File: src/rtl/pipe_alu_rf.sv
// Three-stage pipelined ALU: register read with EX forwarding, then execute
// and register write-back, then store of the result to an internal memory.
module pipe_alu_rf #(
  parameter int DW = 16,
  parameter int RN = 16,
  parameter int RW = 4,
  parameter int AW = 8
) (
  input  logic          clk1,
  input  logic          rst,
  input  logic          in_valid,
  input  logic [RW-1:0] rs1,
  input  logic [RW-1:0] rs2,
  input  logic [RW-1:0] rd,
  input  logic [3:0]    func,
  input  logic [AW-1:0] addr,
  output logic [DW-1:0] Zout,
  output logic          out_valid,
  output logic [RW-1:0] out_rd,
  output logic          ovf,
  input  logic [AW-1:0] dbg_addr,
  output logic [DW-1:0] dbg_data
);

  localparam int SW = $clog2(DW);

  typedef enum logic [3:0] {
    OP_ADD = 4'd0,  OP_SUB = 4'd1,  OP_MUL = 4'd2,  OP_A   = 4'd3,
    OP_B   = 4'd4,  OP_AND = 4'd5,  OP_OR  = 4'd6,  OP_XOR = 4'd7,
    OP_NEG = 4'd8,  OP_NOT = 4'd9,  OP_SRA = 4'd10, OP_SLA = 4'd11,
    OP_SLL = 4'd12, OP_SRL = 4'd13, OP_SLT = 4'd14, OP_RSV = 4'd15
  } op_t;

  // Valid semantics: there is no backpressure. A slot carries an instruction
  // exactly when its valid bit is 1; an invalid slot never writes state.
  logic          ex_valid;
  logic [3:0]    ex_func;
  logic [RW-1:0] ex_rd;
  logic [AW-1:0] ex_addr;
  logic [DW-1:0] ex_a, ex_b;
  logic [AW-1:0] wb_addr;

  logic [DW-1:0] rf  [RN];
  logic [DW-1:0] mem [2**AW];

  logic [DW-1:0] alu_res;
  logic          alu_ovf;
  logic [DW-1:0] op_a, op_b;

  always_comb begin
    alu_res = '0;
    alu_ovf = 1'b0;
    case (op_t'(ex_func))
      OP_ADD: begin
        alu_res = ex_a + ex_b;
        alu_ovf = (ex_a[DW-1] == ex_b[DW-1]) && (alu_res[DW-1] != ex_a[DW-1]);
      end
      OP_SUB: begin
        alu_res = ex_a - ex_b;
        alu_ovf = (ex_a[DW-1] != ex_b[DW-1]) && (alu_res[DW-1] != ex_a[DW-1]);
      end
      OP_MUL: alu_res = ex_a * ex_b;
      OP_A:   alu_res = ex_a;
      OP_B:   alu_res = ex_b;
      OP_AND: alu_res = ex_a & ex_b;
      OP_OR:  alu_res = ex_a | ex_b;
      OP_XOR: alu_res = ex_a ^ ex_b;
      OP_NEG: alu_res = -ex_a;
      OP_NOT: alu_res = ~ex_b;
      OP_SRA: alu_res = DW'($signed(ex_a) >>> 1);
      OP_SLA: alu_res = ex_a << 1;
      OP_SLL: alu_res = ex_a << ex_b[SW-1:0];
      OP_SRL: alu_res = ex_a >> ex_b[SW-1:0];
      OP_SLT: alu_res = {{(DW-1){1'b0}}, ($signed(ex_a) < $signed(ex_b))};
      default: alu_res = ex_a;
    endcase
  end

  // The EX instruction writes the bank on the same edge this read is latched,
  // so its result is taken straight from the ALU instead of the bank.
  always_comb begin
    op_a = (ex_valid && (rs1 == ex_rd)) ? alu_res : rf[rs1];
    op_b = (ex_valid && (rs2 == ex_rd)) ? alu_res : rf[rs2];
  end

  always_ff @(posedge clk1 or posedge rst) begin
    if (rst) begin
      ex_valid  <= 1'b0;
      ex_func   <= '0;
      ex_rd     <= '0;
      ex_addr   <= '0;
      ex_a      <= '0;
      ex_b      <= '0;
      out_valid <= 1'b0;
      Zout      <= '0;
      out_rd    <= '0;
      ovf       <= 1'b0;
      wb_addr   <= '0;
      for (int k = 0; k < RN; k++) rf[k] <= DW'(k);
    end else begin
      ex_valid  <= in_valid;
      out_valid <= ex_valid;
      if (in_valid) begin
        ex_func <= func;
        ex_rd   <= rd;
        ex_addr <= addr;
        ex_a    <= op_a;
        ex_b    <= op_b;
      end
      if (ex_valid) begin
        Zout       <= alu_res;
        out_rd     <= ex_rd;
        ovf        <= alu_ovf;
        wb_addr    <= ex_addr;
        rf[ex_rd]  <= alu_res;
      end
    end
  end

  // Memory is not reset; out_valid drops asynchronously with rst, so no
  // in-flight result can be stored once reset is seen.
  always_ff @(posedge clk1) begin
    if (out_valid && !rst) mem[wb_addr] <= Zout;
  end

  assign dbg_data = mem[dbg_addr];

endmodule

File: config.mk
export PLATFORM = sky130hd
export DESIGN_NAME = pipe_alu_rf
export DESIGN_NICKNAME = d
export VERILOG_FILES = /design/src/rtl/pipe_alu_rf.sv
export SDC_FILE = /design/constraint.sdc
export NUM_CORES = 2
export LEC_CHECK = 0
export CORE_ASPECT_RATIO = 0.5
export CORE_MARGIN = 2
export CORE_UTILIZATION = 50
export CTS_CLUSTER_DIAMETER = 50
export DETAILED_ROUTE_END_ITERATION = 8
export PLACE_DENSITY = 0.68
export SYNTH_ARGS = -nofsm -noshare
export SYNTH_HDL_FRONTEND = slang
export SYNTH_SLANG_ARGS = --single-unit
File: constraint.sdc
create_clock -name clk1 -period 11.25 [get_ports clk1]
set_input_delay 2.25 -clock clk1 [delete_from_list [all_inputs] [get_ports clk1]]
set_output_delay 2.25 -clock clk1 [all_outputs]
set_load 0.01 [all_outputs]
==> results.cfg <==
[cts]
root_buffer = clkbuf_16
cts_setup_buffers = 0
ctsHoldBuffers = 0
numCtsBuffers = 386
tritoncts = yes
cts.htree.levels = 5
cts_resized = 0
clkTransAtPathRegs_ns = 0.07
ctsLongestPathBuffers = 4
numClockSinks = 4431
clkLatencyLatePin_ns = 1.00

[route]
dr.first_iter.drc_count = 13150
drc_errors = 0
wl_per_cell_microns = 33.43
routed_wl_mm = 475.1
vias = 91680
detail-route-antenna-nets = 0
dr.pass1.iters = 6
viasPerCell = 6.452

[die]
start_util = 0.5028
fp.coreArea_sq_mm = 0.3617
die-width_microns = 856.9
placementRows = 156
ios = 73
die_area_sq_mm = 0.3688
fp.dieH_microns = 430.4

[placement]
dp_hpwl_mm = 279.7
port_buffers = 72
placed_cells = 13500
place.gp.congestion = 0.9480
pre_cts_ws_ns = 2.513
placed_area_sq_mm = 0.1907

[setup_path]
worstSetupStartpointType = primary input
r2r-end = Zout[13]$_DFFE_PP0P_
r2r_slack_ns = 3.49
worstPathArrival_ns = 6.46
critPathKind = primary input to primary output
worstPathMaxFanout = 77
r2r_start = ex_a[7]$_DFFE_PP0P_
reg2reg_depth = 21
end_kind = primary output
required_ns = 9.00

[power]
p_int_uw = 33100
combPwrFrac = 0.279
powerDensity_mw_per_mm2 = 240.2
power.share.clock = 0.276
swShare = 0.3223
p_switching_uw = 15740
seqPwrFrac = 0.445
vdd_drop_max_uv = 863.9
leakagePower_uw = 0.06571

[global_routing]
grt_first_pass_wirelength_mm = 678.4
grt_max_degree = 225
grt_pass1_vias = 90860
gr-total-overflow = 0
grtUsageTotal = 0.2561
antenna_found_initial = 33

[synthesis]
ys_ff_latch = 4431
synthFlopType = edfxtp_1
async_flop_share = 0.07560
synth_area_sq_mm = 0.1819
synth_cell_types = 79
synth_area_per_cell_sq_um = 20.86
synth_nets = 8935
ys_warn_count = 0
synth_edf_count = 4096
yosysSeqAreaShare = 0.7227
synthesis.instances = 8718

[timing]
drv_slew = 132
hold_viol_final = 0
min_period_ns = 8.708
fin_crit_sh = 0.7740
fin_setup_tns_ns = 0
grt_setup_unrepaired = false
max_slew.worst_pin.slew_ns = 1.862
relSlewSlack = -0.2411
clock-skew-final_ns = 0.1304
fin_ws_ns = 2.542
fmax_ghz = 0.1148
setup_viol = 0

[cells_and_area]
final_common_cell = edfxtp_1
finalNetCount = 9285
drive_above_1_share = 0.3086
area_growth_pct = 11.84
final_area_sq_mm = 0.2034
finalNonFillerCells = 14210
final_util = 0.5623
layout_common_cells = edfxtp_1, mux4_2, nand2_1, buf_4, clkbuf_16

[min_path]
whs_endpoint = rf[65]$_DFFE_PP1P_
whs_path_depth = 2
min_path_type = flip-flop to flip-flop
hold_path.startpoint = rf[65]$_DFFE_PP1P_

[run_status]
status = complete, but fails checks
violations = slew limit

[run]
maxCapViolCount = 0
[worst max-delay path: stages]
cell             delay, ns
buf_8                 0.60
buf_4                 0.64
mux4_2                0.43
mux4_2                0.55
mux4_2                0.63
mux4_2                0.61
clkdlybuf4s50_1       0.56
[cell type report]
type / count / area (sq um)
fillers: 26390 / 158300
flip-flops and latches: 4431 / 131500
multi-input cells: 3567 / 48080
clock buffers: 485 / 10370
well taps: 4819 / 6030
repair buffers: 511 / 4498
clock inverters: 216 / 2245
inverters: 171 / 645.6
diodes: 11 / 27.53
[metal layers]
metal	vias to the layer above	track usage	share of wire
li1	36560	-	-
met1	49220	0.3786	0.40
met2	5110	0.3925	0.47
met3	792	0.05121	0.10
met4	2	0.07768	0.034
met5	-	0	0.000027
[worst max path at each step]
| stage | end | from | depth (start not counted) | slack (ns) |
|---|---|---|---|---|
| after floorplan | dbg_data[0] | dbg_addr[1] | 8 | 3.87 |
| after global placement | dbg_data[0] | dbg_addr[0] | 7 | 2.52 |
| after detailed placement | dbg_data[8] | dbg_addr[0] | 7 | 2.51 |
| after CTS | dbg_data[0] | dbg_addr[0] | 7 | 2.50 |
| after global routing | dbg_data[0] | dbg_addr[0] | 7 | 2.41 |
| final | dbg_data[0] | dbg_addr[1] | 7 | 2.54 |
[stage by stage]
step	hold slack [ns]	total power [uW]
floorplan	0.3981	30760
global placement	0.4517	35270
detailed placement	0.4588	35570
CTS	0.4702	48940
global route	0.4813	50890
finish	0.4709	48850
[state kept, by name (all words and copies together), names as in the netlist]
signal,cells
Zout,16
ex_a,16
ex_addr,8
ex_b,16
ex_func,4
ex_rd,4
ex_valid,1
mem,4096
out_rd,4
out_valid,1
ovf,1
rf,256
wb_addr,8
[synthesized netlist by cell type, drive strengths merged, types with 13 or more instances]
| cell | instances | area share |
|---|---|---|
| a211oi | 15 | 0.00062 |
| a21o | 14 | 0.00058 |
| a21oi | 66 | 0.0018 |
| a22oi | 13 | 0.00054 |
| a31oi | 39 | 0.0013 |
| buf | 185 | 0.0045 |
| clkbuf | 364 | 0.0075 |
| dfrtp | 303 | 0.042 |
| dfstp | 32 | 0.0046 |
| edfxtp | 4096 | 0.68 |
| fa | 81 | 0.0089 |
| ha | 101 | 0.0069 |
| inv | 161 | 0.0033 |
| mux2 | 154 | 0.0095 |
| mux2i | 29 | 0.0016 |
| mux4 | 1534 | 0.19 |
| nand2 | 553 | 0.011 |
| nand2b | 24 | 0.00083 |
| nand3 | 72 | 0.0020 |
| nor2 | 438 | 0.0090 |
| nor2b | 23 | 0.00079 |
| nor3 | 29 | 0.00080 |
| o211ai | 18 | 0.00074 |
| o21ai | 117 | 0.0032 |
| o22ai | 17 | 0.00058 |
| xnor2 | 48 | 0.0023 |
| xor2 | 14 | 0.00067 |
[logic make-up (layout without fill, tap and decap cells)]
logic type / count (synthesis) / in the layout / synth area share
XOR/XNOR: 63 / 63 / 0.003110
adder cells (fa/ha/maj): 182 / 182 / 0.01587
other: 0 / 11 / 0
multiplexers: 1717 / 1717 / 0.2011
buffers and inverters: 720 / 1383 / 0.01551
AO/OA/AOI/OAI: 393 / 393 / 0.01408
AND/OR/NAND/NOR: 1212 / 1212 / 0.02765
flip-flops: 4431 / 4431 / 0.7227
[power groups by stage]
| stage | combinational [uW] | sequential [uW] | clock (uW) |
|---|---|---|---|
| 3_5_place_dp | 13500 | 22100 | 0 |
| 2_1_floorplan | 7730 | 23000 | 0 |
| 5_1_grt | 14800 | 21900 | 14300 |
| 4_1_cts | 13600 | 21700 | 13600 |
| 6_report | 13600 | 21800 | 13500 |
| 3_3_place_gp | 13200 | 22000 | 0 |
No activity file was read; power rests on OpenSTA's default activity.
